$ cat src/rtl/credit_issue_queue_if.sv
// rtl/credit_issue_queue_if.sv - handshake bundle between the issue queue and its neighbours
// Purpose: groups the enqueue, issue, credit-spend, credit-flush and
//   credit-return signals of credit_issue_queue.
// Ports (signals):
//   enq__ENA / enq_v / enq__RDY                 request enqueue {payload, len}
//   out__ENA / out_v / out__RDY                 downstream issue of head payload
//   maybeDecrement__ENA / maybeDecrement_v /
//   maybeDecrement                              credit spend attempt and grant
//   increment__ENA / increment_v                batched credit flush
//   creditReturn__ENA / creditReturn_v /
//   creditReturn__RDY                           downstream credit return
// Modports: master = the queue itself, slave = its environment.
interface credit_issue_queue_if #(
  parameter int count_sz = 10,
  parameter int DATA_W   = 32
);
  logic                       enq__ENA;
  logic [DATA_W+count_sz-1:0] enq_v;
  logic                       enq__RDY;
  logic                       out__ENA;
  logic [DATA_W-1:0]          out_v;
  logic                       out__RDY;
  logic                       maybeDecrement__ENA;
  logic [count_sz-1:0]        maybeDecrement_v;
  logic                       maybeDecrement;
  logic                       increment__ENA;
  logic [count_sz-1:0]        increment_v;
  logic                       creditReturn__ENA;
  logic [count_sz-1:0]        creditReturn_v;
  logic                       creditReturn__RDY;

  modport master (
    input  enq__ENA, enq_v, out__RDY, maybeDecrement,
           creditReturn__ENA, creditReturn_v,
    output enq__RDY, out__ENA, out_v, maybeDecrement__ENA, maybeDecrement_v,
           increment__ENA, increment_v, creditReturn__RDY
  );

  modport slave (
    output enq__ENA, enq_v, out__RDY, maybeDecrement,
           creditReturn__ENA, creditReturn_v,
    input  enq__RDY, out__ENA, out_v, maybeDecrement__ENA, maybeDecrement_v,
           increment__ENA, increment_v, creditReturn__RDY
  );
endinterface

$ cat src/rtl/credit_issue_queue.sv
// rtl/credit_issue_queue.sv - credit-gated issue FIFO with batched credit return
// Purpose: buffers length-tagged requests, spends credits for the head entry
//   through the counter's maybeDecrement method and issues it downstream only
//   on grant; accumulates downstream credit returns and flushes them to the
//   counter as increment calls (threshold or timeout).
// Ports:
//   CLK   clock, all state on posedge
//   nRST  asynchronous active-low reset
//   q     credit_issue_queue_if.master (enq, out, maybeDecrement, increment,
//         creditReturn handshakes)
// Optional feature: define CREDIT_ISSUE_BYPASS_EN for a zero-latency path from
//   enq to out when the FIFO is empty. Default build keeps a registered
//   1-cycle minimum latency with no enq->out combinational path.
module credit_issue_queue #(
  parameter int count_sz     = 10,
  parameter int DATA_W       = 32,
  parameter int DEPTH        = 4,
  parameter int FLUSH_THRESH = 8,
  parameter int FLUSH_TMO    = 16
) (
  input logic                  CLK,
  input logic                  nRST,
  credit_issue_queue_if.master q
);
  localparam int EW = DATA_W + count_sz;
  localparam int AW = $clog2(DEPTH);
  localparam int TW = (FLUSH_TMO > 1) ? $clog2(FLUSH_TMO) : 1;
  localparam logic [count_sz-1:0] THRESH   = count_sz'(FLUSH_THRESH);
  localparam logic [TW-1:0]       TMO_LAST = TW'(FLUSH_TMO - 1);

  logic [EW-1:0]       mem [DEPTH];
  logic [AW:0]         wr_ptr;
  logic [AW:0]         rd_ptr;
  logic                empty;
  logic                full;
  logic                bypass;
  logic                md_ena;
  logic                fire;
  logic                pop;
  logic                push;
  logic [EW-1:0]       head;
  logic [count_sz-1:0] acc;
  logic [TW-1:0]       timer;
  logic                flush;

  // Pointers carry one wrap bit so full and empty are distinguishable.
  assign empty = (wr_ptr == rd_ptr);
  assign full  = (wr_ptr[AW] != rd_ptr[AW]) &&
                 (wr_ptr[AW-1:0] == rd_ptr[AW-1:0]);

`ifdef CREDIT_ISSUE_BYPASS_EN
  assign bypass = empty && q.enq__ENA;
`else
  assign bypass = 1'b0;
`endif

  assign head   = bypass ? q.enq_v : mem[rd_ptr[AW-1:0]];
  assign md_ena = (!empty || bypass) && q.out__RDY;
  assign fire   = md_ena && q.maybeDecrement;
  // A bypassed entry issued this cycle is never written into the FIFO.
  assign pop    = fire && !bypass;
  // Enqueue into a full FIFO is accepted only when the head leaves this cycle.
  assign push   = q.enq__ENA && (!full || pop) && !(bypass && fire);

  assign q.enq__RDY            = !full;
  assign q.maybeDecrement__ENA = md_ena;
  assign q.maybeDecrement_v    = head[count_sz-1:0];
  assign q.out__ENA            = fire;
  assign q.out_v               = head[EW-1:count_sz];

  assign flush = (acc >= THRESH) || ((acc != '0) && (timer == TMO_LAST));

  assign q.increment__ENA    = flush;
  assign q.increment_v       = acc;
  // Any return is safe to absorb only when acc is empty or is being drained now.
  assign q.creditReturn__RDY = (acc == '0) || flush;

  always_ff @(posedge CLK or negedge nRST) begin
    if (!nRST) begin
      wr_ptr <= '0;
      rd_ptr <= '0;
    end else begin
      if (push) wr_ptr <= wr_ptr + (AW+1)'(1);
      if (pop)  rd_ptr <= rd_ptr + (AW+1)'(1);
    end
  end

  always_ff @(posedge CLK) begin
    if (push) mem[wr_ptr[AW-1:0]] <= q.enq_v;
  end

  // A return arriving in a flush cycle is excluded from the flushed value and
  // starts the next batch with a fresh timer.
  always_ff @(posedge CLK or negedge nRST) begin
    if (!nRST) begin
      acc   <= '0;
      timer <= '0;
    end else begin
      if (flush)
        acc <= q.creditReturn__ENA ? q.creditReturn_v : '0;
      else if (q.creditReturn__ENA)
        acc <= acc + q.creditReturn_v;

      if (flush || (acc == '0))
        timer <= '0;
      else if (timer != TMO_LAST)
        timer <= timer + TW'(1);
    end
  end
endmodule

$ cat src/flat_wrapper.sv
// flat-port wrapper written by rule: the top's interface ports become plain ports
module credit_issue_queue_flat 
#(
  parameter int count_sz     = 10,
  parameter int DATA_W       = 32,
  parameter int DEPTH        = 4,
  parameter int FLUSH_THRESH = 8,
  parameter int FLUSH_TMO    = 16
)
  (CLK, nRST, q_enq__ENA, q_enq_v, q_out__RDY, q_maybeDecrement, q_creditReturn__ENA, q_creditReturn_v, q_enq__RDY, q_out__ENA, q_out_v, q_maybeDecrement__ENA, q_maybeDecrement_v, q_increment__ENA, q_increment_v, q_creditReturn__RDY);
  credit_issue_queue_if #(.count_sz(count_sz), .DATA_W(DATA_W)) q_i ();
  input logic CLK;
  input logic nRST;
  input wire logic [$bits(q_i.enq__ENA)-1:0] q_enq__ENA;
  input wire logic [$bits(q_i.enq_v)-1:0] q_enq_v;
  input wire logic [$bits(q_i.out__RDY)-1:0] q_out__RDY;
  input wire logic [$bits(q_i.maybeDecrement)-1:0] q_maybeDecrement;
  input wire logic [$bits(q_i.creditReturn__ENA)-1:0] q_creditReturn__ENA;
  input wire logic [$bits(q_i.creditReturn_v)-1:0] q_creditReturn_v;
  output wire logic [$bits(q_i.enq__RDY)-1:0] q_enq__RDY;
  output wire logic [$bits(q_i.out__ENA)-1:0] q_out__ENA;
  output wire logic [$bits(q_i.out_v)-1:0] q_out_v;
  output wire logic [$bits(q_i.maybeDecrement__ENA)-1:0] q_maybeDecrement__ENA;
  output wire logic [$bits(q_i.maybeDecrement_v)-1:0] q_maybeDecrement_v;
  output wire logic [$bits(q_i.increment__ENA)-1:0] q_increment__ENA;
  output wire logic [$bits(q_i.increment_v)-1:0] q_increment_v;
  output wire logic [$bits(q_i.creditReturn__RDY)-1:0] q_creditReturn__RDY;
  assign q_i.enq__ENA = q_enq__ENA;
  assign q_i.enq_v = q_enq_v;
  assign q_i.out__RDY = q_out__RDY;
  assign q_i.maybeDecrement = q_maybeDecrement;
  assign q_i.creditReturn__ENA = q_creditReturn__ENA;
  assign q_i.creditReturn_v = q_creditReturn_v;
  assign q_enq__RDY = q_i.enq__RDY;
  assign q_out__ENA = q_i.out__ENA;
  assign q_out_v = q_i.out_v;
  assign q_maybeDecrement__ENA = q_i.maybeDecrement__ENA;
  assign q_maybeDecrement_v = q_i.maybeDecrement_v;
  assign q_increment__ENA = q_i.increment__ENA;
  assign q_increment_v = q_i.increment_v;
  assign q_creditReturn__RDY = q_i.creditReturn__RDY;
  credit_issue_queue #(.count_sz(count_sz), .DATA_W(DATA_W), .DEPTH(DEPTH), .FLUSH_THRESH(FLUSH_THRESH), .FLUSH_TMO(FLUSH_TMO)) u_core (.CLK(CLK), .nRST(nRST), .q(q_i));
endmodule
$ cat config.mk
export PLATFORM = sky130hd
export DESIGN_NAME = credit_issue_queue_flat
export DESIGN_NICKNAME = d
export VERILOG_FILES = /design/src/rtl/credit_issue_queue_if.sv /design/src/rtl/credit_issue_queue.sv /design/src/flat_wrapper.sv
export SDC_FILE = /design/constraint.sdc
export NUM_CORES = 1
export LEC_CHECK = 0
export BUFFER_PORTS_ARGS = -buffer_cell sky130_fd_sc_hd__buf_2
export CAP_MARGIN = 20
export CORE_ASPECT_RATIO = 0.7
export CORE_UTILIZATION = 30
export DETAILED_ROUTE_END_ITERATION = 6
export RECOVER_POWER = 50
export SYNTH_ARGS = -nofsm -noshare
export SYNTH_HDL_FRONTEND = slang
export SYNTH_SLANG_ARGS = --single-unit
$ cat constraint.sdc
create_clock -name CLK -period 2.5 [get_ports CLK]
set_input_delay 0.25 -clock CLK [delete_from_list [all_inputs] [get_ports CLK]]
set_output_delay 0.25 -clock CLK [all_outputs]
set_load 0.1 [all_outputs]
==> flow_summary.ini <==
[placement]
place_congestion = 0.790
io_buffers = 114
dp_hpwl_mm = 9.66

[cells_and_area]
final_layout_size_suffix_gt1_frac = 0.304
register_area_sq_um = 5550
nets = 577
multi_input_area_sq_um = 1860
fillCellCount = 2268
area_delta_synth_final_pct = 20.4
final_common_cell = edfxtp_1
layout_common_cells = edfxtp_1 (168), buf_2 (60), clkbuf_1 (56)
diodes = 0

[sta]
min_period_ns = 2.36
clock-skew-final_ns = 0.00767
hold_viol = 0
rsz0062_at_grt = false
maxSlewViolCount = 0
setup_viol = 0
post-route-period-util = 0.944
tns_ns = 0
worst_pin_slew_ns = 1.17
max_freq_mhz = 424
slew_headroom = 0.220

[job]
max_cap_violations = 0

[synthesis]
ys.warnings.count = 0
synth-seq-cells = 188
synth-seq-area-share = 0.741
synth_cells = 372
ys_types = 40
syn_area_per_cell_sq_um = 20.1
synth_fp_nets = 446
synth_top_area_cell = edfxtp_1
synth_area_leaders = edfxtp_1 (67%), mux4_2 (13%), dfrtp_1 (6.7%), ha_1 (2.5%), xor2_1 (0.82%)
synthDominantCellAreaShare = 0.674
syn_area_sq_um = 7480

[min_path]
hp-class = in -> reg

[floorplan]
io_pins = 115
start_util = 0.311
core_sq_um = 24100
dieArea_sq_um = 25600
die_w_um = 191
die_y_um = 134
num_rows = 47

[critical_path]
start_kind = flip-flop
critPathMaxFanout = 25
critical_path_arrival_ns = 2.11
slowest_delay_ns = 0.58
worst-setup-path-type = reg -> out
slowest_stage = mux4_2
crit_path_end_kind = primary output
crit_chain = buf_6 -> mux4_2 -> buf_2
worstPathRequired_ns = 2.25

[clock_network]
clockRootBuffer = clkbuf_16
post_cts_buffers = 0
clockBufferDepth = 2
cts_buffers = 17
htreeDepth = 4
clock_latency_ns = 0.43
clk_pin_slew_ns = 0.07
cts_tree = built
cts_num_sinks = 188

[drt]
wl_per_cell_um = 18.0
vias = 3914
routed_wl_mm = 15.0
drtPass1Iterations = 4
drc = 0
first_iter_violations = 196
vias_per_cell = 4.69
antenna_left = 0

[run_status]
status = finished clean

[global_routing]
antenna_found_initial = 0
track_usage = 0.126
grt_pass1_vias = 4193
grt_start_max_net_pins = 45
grt_pass1_wl_mm = 23.7
overflow = 0
-- kinds of logic after synthesis --
| family | share of synthesized area |
|---|---|
| AO/OA/AOI/OAI | 0.0289 |
| XOR/XNOR | 0.0140 |
| adder cells (fa/ha/maj) | 0.0278 |
| buffers and inverters | 0.0119 |
| flip-flops | 0.741 |
| multiplexers | 0.132 |
| AND/OR/NAND/NOR | 0.0438 |
-- registers in the layout, summed over array words and instances, names as in the netlist --
name,count
u_core.wr_ptr,3
u_core.rd_ptr,3
u_core.timer,4
u_core.mem,168
u_core.q.increment_v,10
-- per-layer routing --
metal | wire length (um) | track usage | vias to the layer above
met4 | 263 | 0.0493 | 0
met3 | 819 | 0.0385 | 14
met5 | 0 | 0 | -
met2 | 7410 | 0.206 | 96
met1 | 6490 | 0.156 | 2023
li1 | - | - | 1781
-- synth_stat cells, drive strengths merged --
| cell | count |
|---|---|
| edfxtp | 168 |
| mux4 | 42 |
| dfrtp | 20 |
| ha | 15 |
| nand2 | 13 |
| nand3 | 12 |
| o21ai | 12 |
| a21oi | 8 |
| buf | 8 |
| xor2 | 7 |
| and2 | 6 |
| clkbuf | 6 |
| nor2 | 6 |
| inv | 5 |
| xnor2 | 5 |
| nand4 | 4 |
| and3 | 3 |
| mux2 | 3 |
| nand2b | 3 |
| nor3 | 3 |
| a211o | 2 |
| a211oi | 2 |
| a21boi | 2 |
| a21o | 2 |
| nor3b | 2 |
| o21bai | 2 |
| o311ai | 2 |
| and4b | 1 |
| fa | 1 |
| mux2i | 1 |
| nand3b | 1 |
| nand4b | 1 |
| nor4 | 1 |
| nor4b | 1 |
| o211a | 1 |
| or4b | 1 |
-- final cells by class --
| class | instances | area share |
|---|---|---|
| repair buffers | 126 | 0.0719 |
| flip-flops and latches | 188 | 0.616 |
| clock buffers | 20 | 0.0485 |
| clock inverters | 12 | 0.0110 |
| multi-input cells | 165 | 0.206 |
| inverters | 5 | 0.00208 |
| well taps | 318 | 0.0442 |
-- per-stage QoR --
stage | hold slack (ns) | setup WS (ns) | cell area [sq um] | instances | util
6_report | 0.0726 | 0.141 | 9010 | 834 | 0.375
5_1_grt | 0.0637 | 0.0330 | 9010 | 834 | 0.375
4_1_cts | 0.00350 | 0.0175 | 9080 | 834 | 0.377
3_5_place_dp | 0.231 | 0.165 | 8530 | 801 | 0.355
3_3_place_gp | 0.228 | 0.216 | 8530 | 801 | 0.355
2_1_floorplan | -0.0456 | 0.0119 | 7490 | 372 | -
-- what timing repair did --
action,in CTS,in global routing
resized for setup,1,4
endpoints found under the setup margin,25,15
hold buffers,1,0
endpoints found under the hold margin,20,0
pin swaps,0,0
-- worst max-delay path, delay by kind of cell (launching register included) --
kind / cells / cell delay, ns
buf+inv: 2 / 0.65
mux: 1 / 0.58
flops: 1 / 0.43
-- final timing paths --
kind | end | slack [ns] | startpoint | cells after the start
worst max register to register | u_core.q.increment_v[8] | 0.24 | u_core.q.increment_v[0] | 7
max in group asynchronous | u_core.rd_ptr[0] | 1.12 | nRST | 2
worst max-delay path | q_out_v[29] | 0.14 | u_core.rd_ptr[0] | 3
worst min register to register | u_core.timer[0] | 0.47 | u_core.timer[0] | 1
worst min-delay path | u_core.mem[1][31] | 0.07 | q_enq_v[31] | 1
min in group asynchronous | u_core.timer[3] | 0.55 | nRST | 2
Power is not shown: default switching activity piles up to over one toggle a cycle in this logic, so the estimate is an artifact.
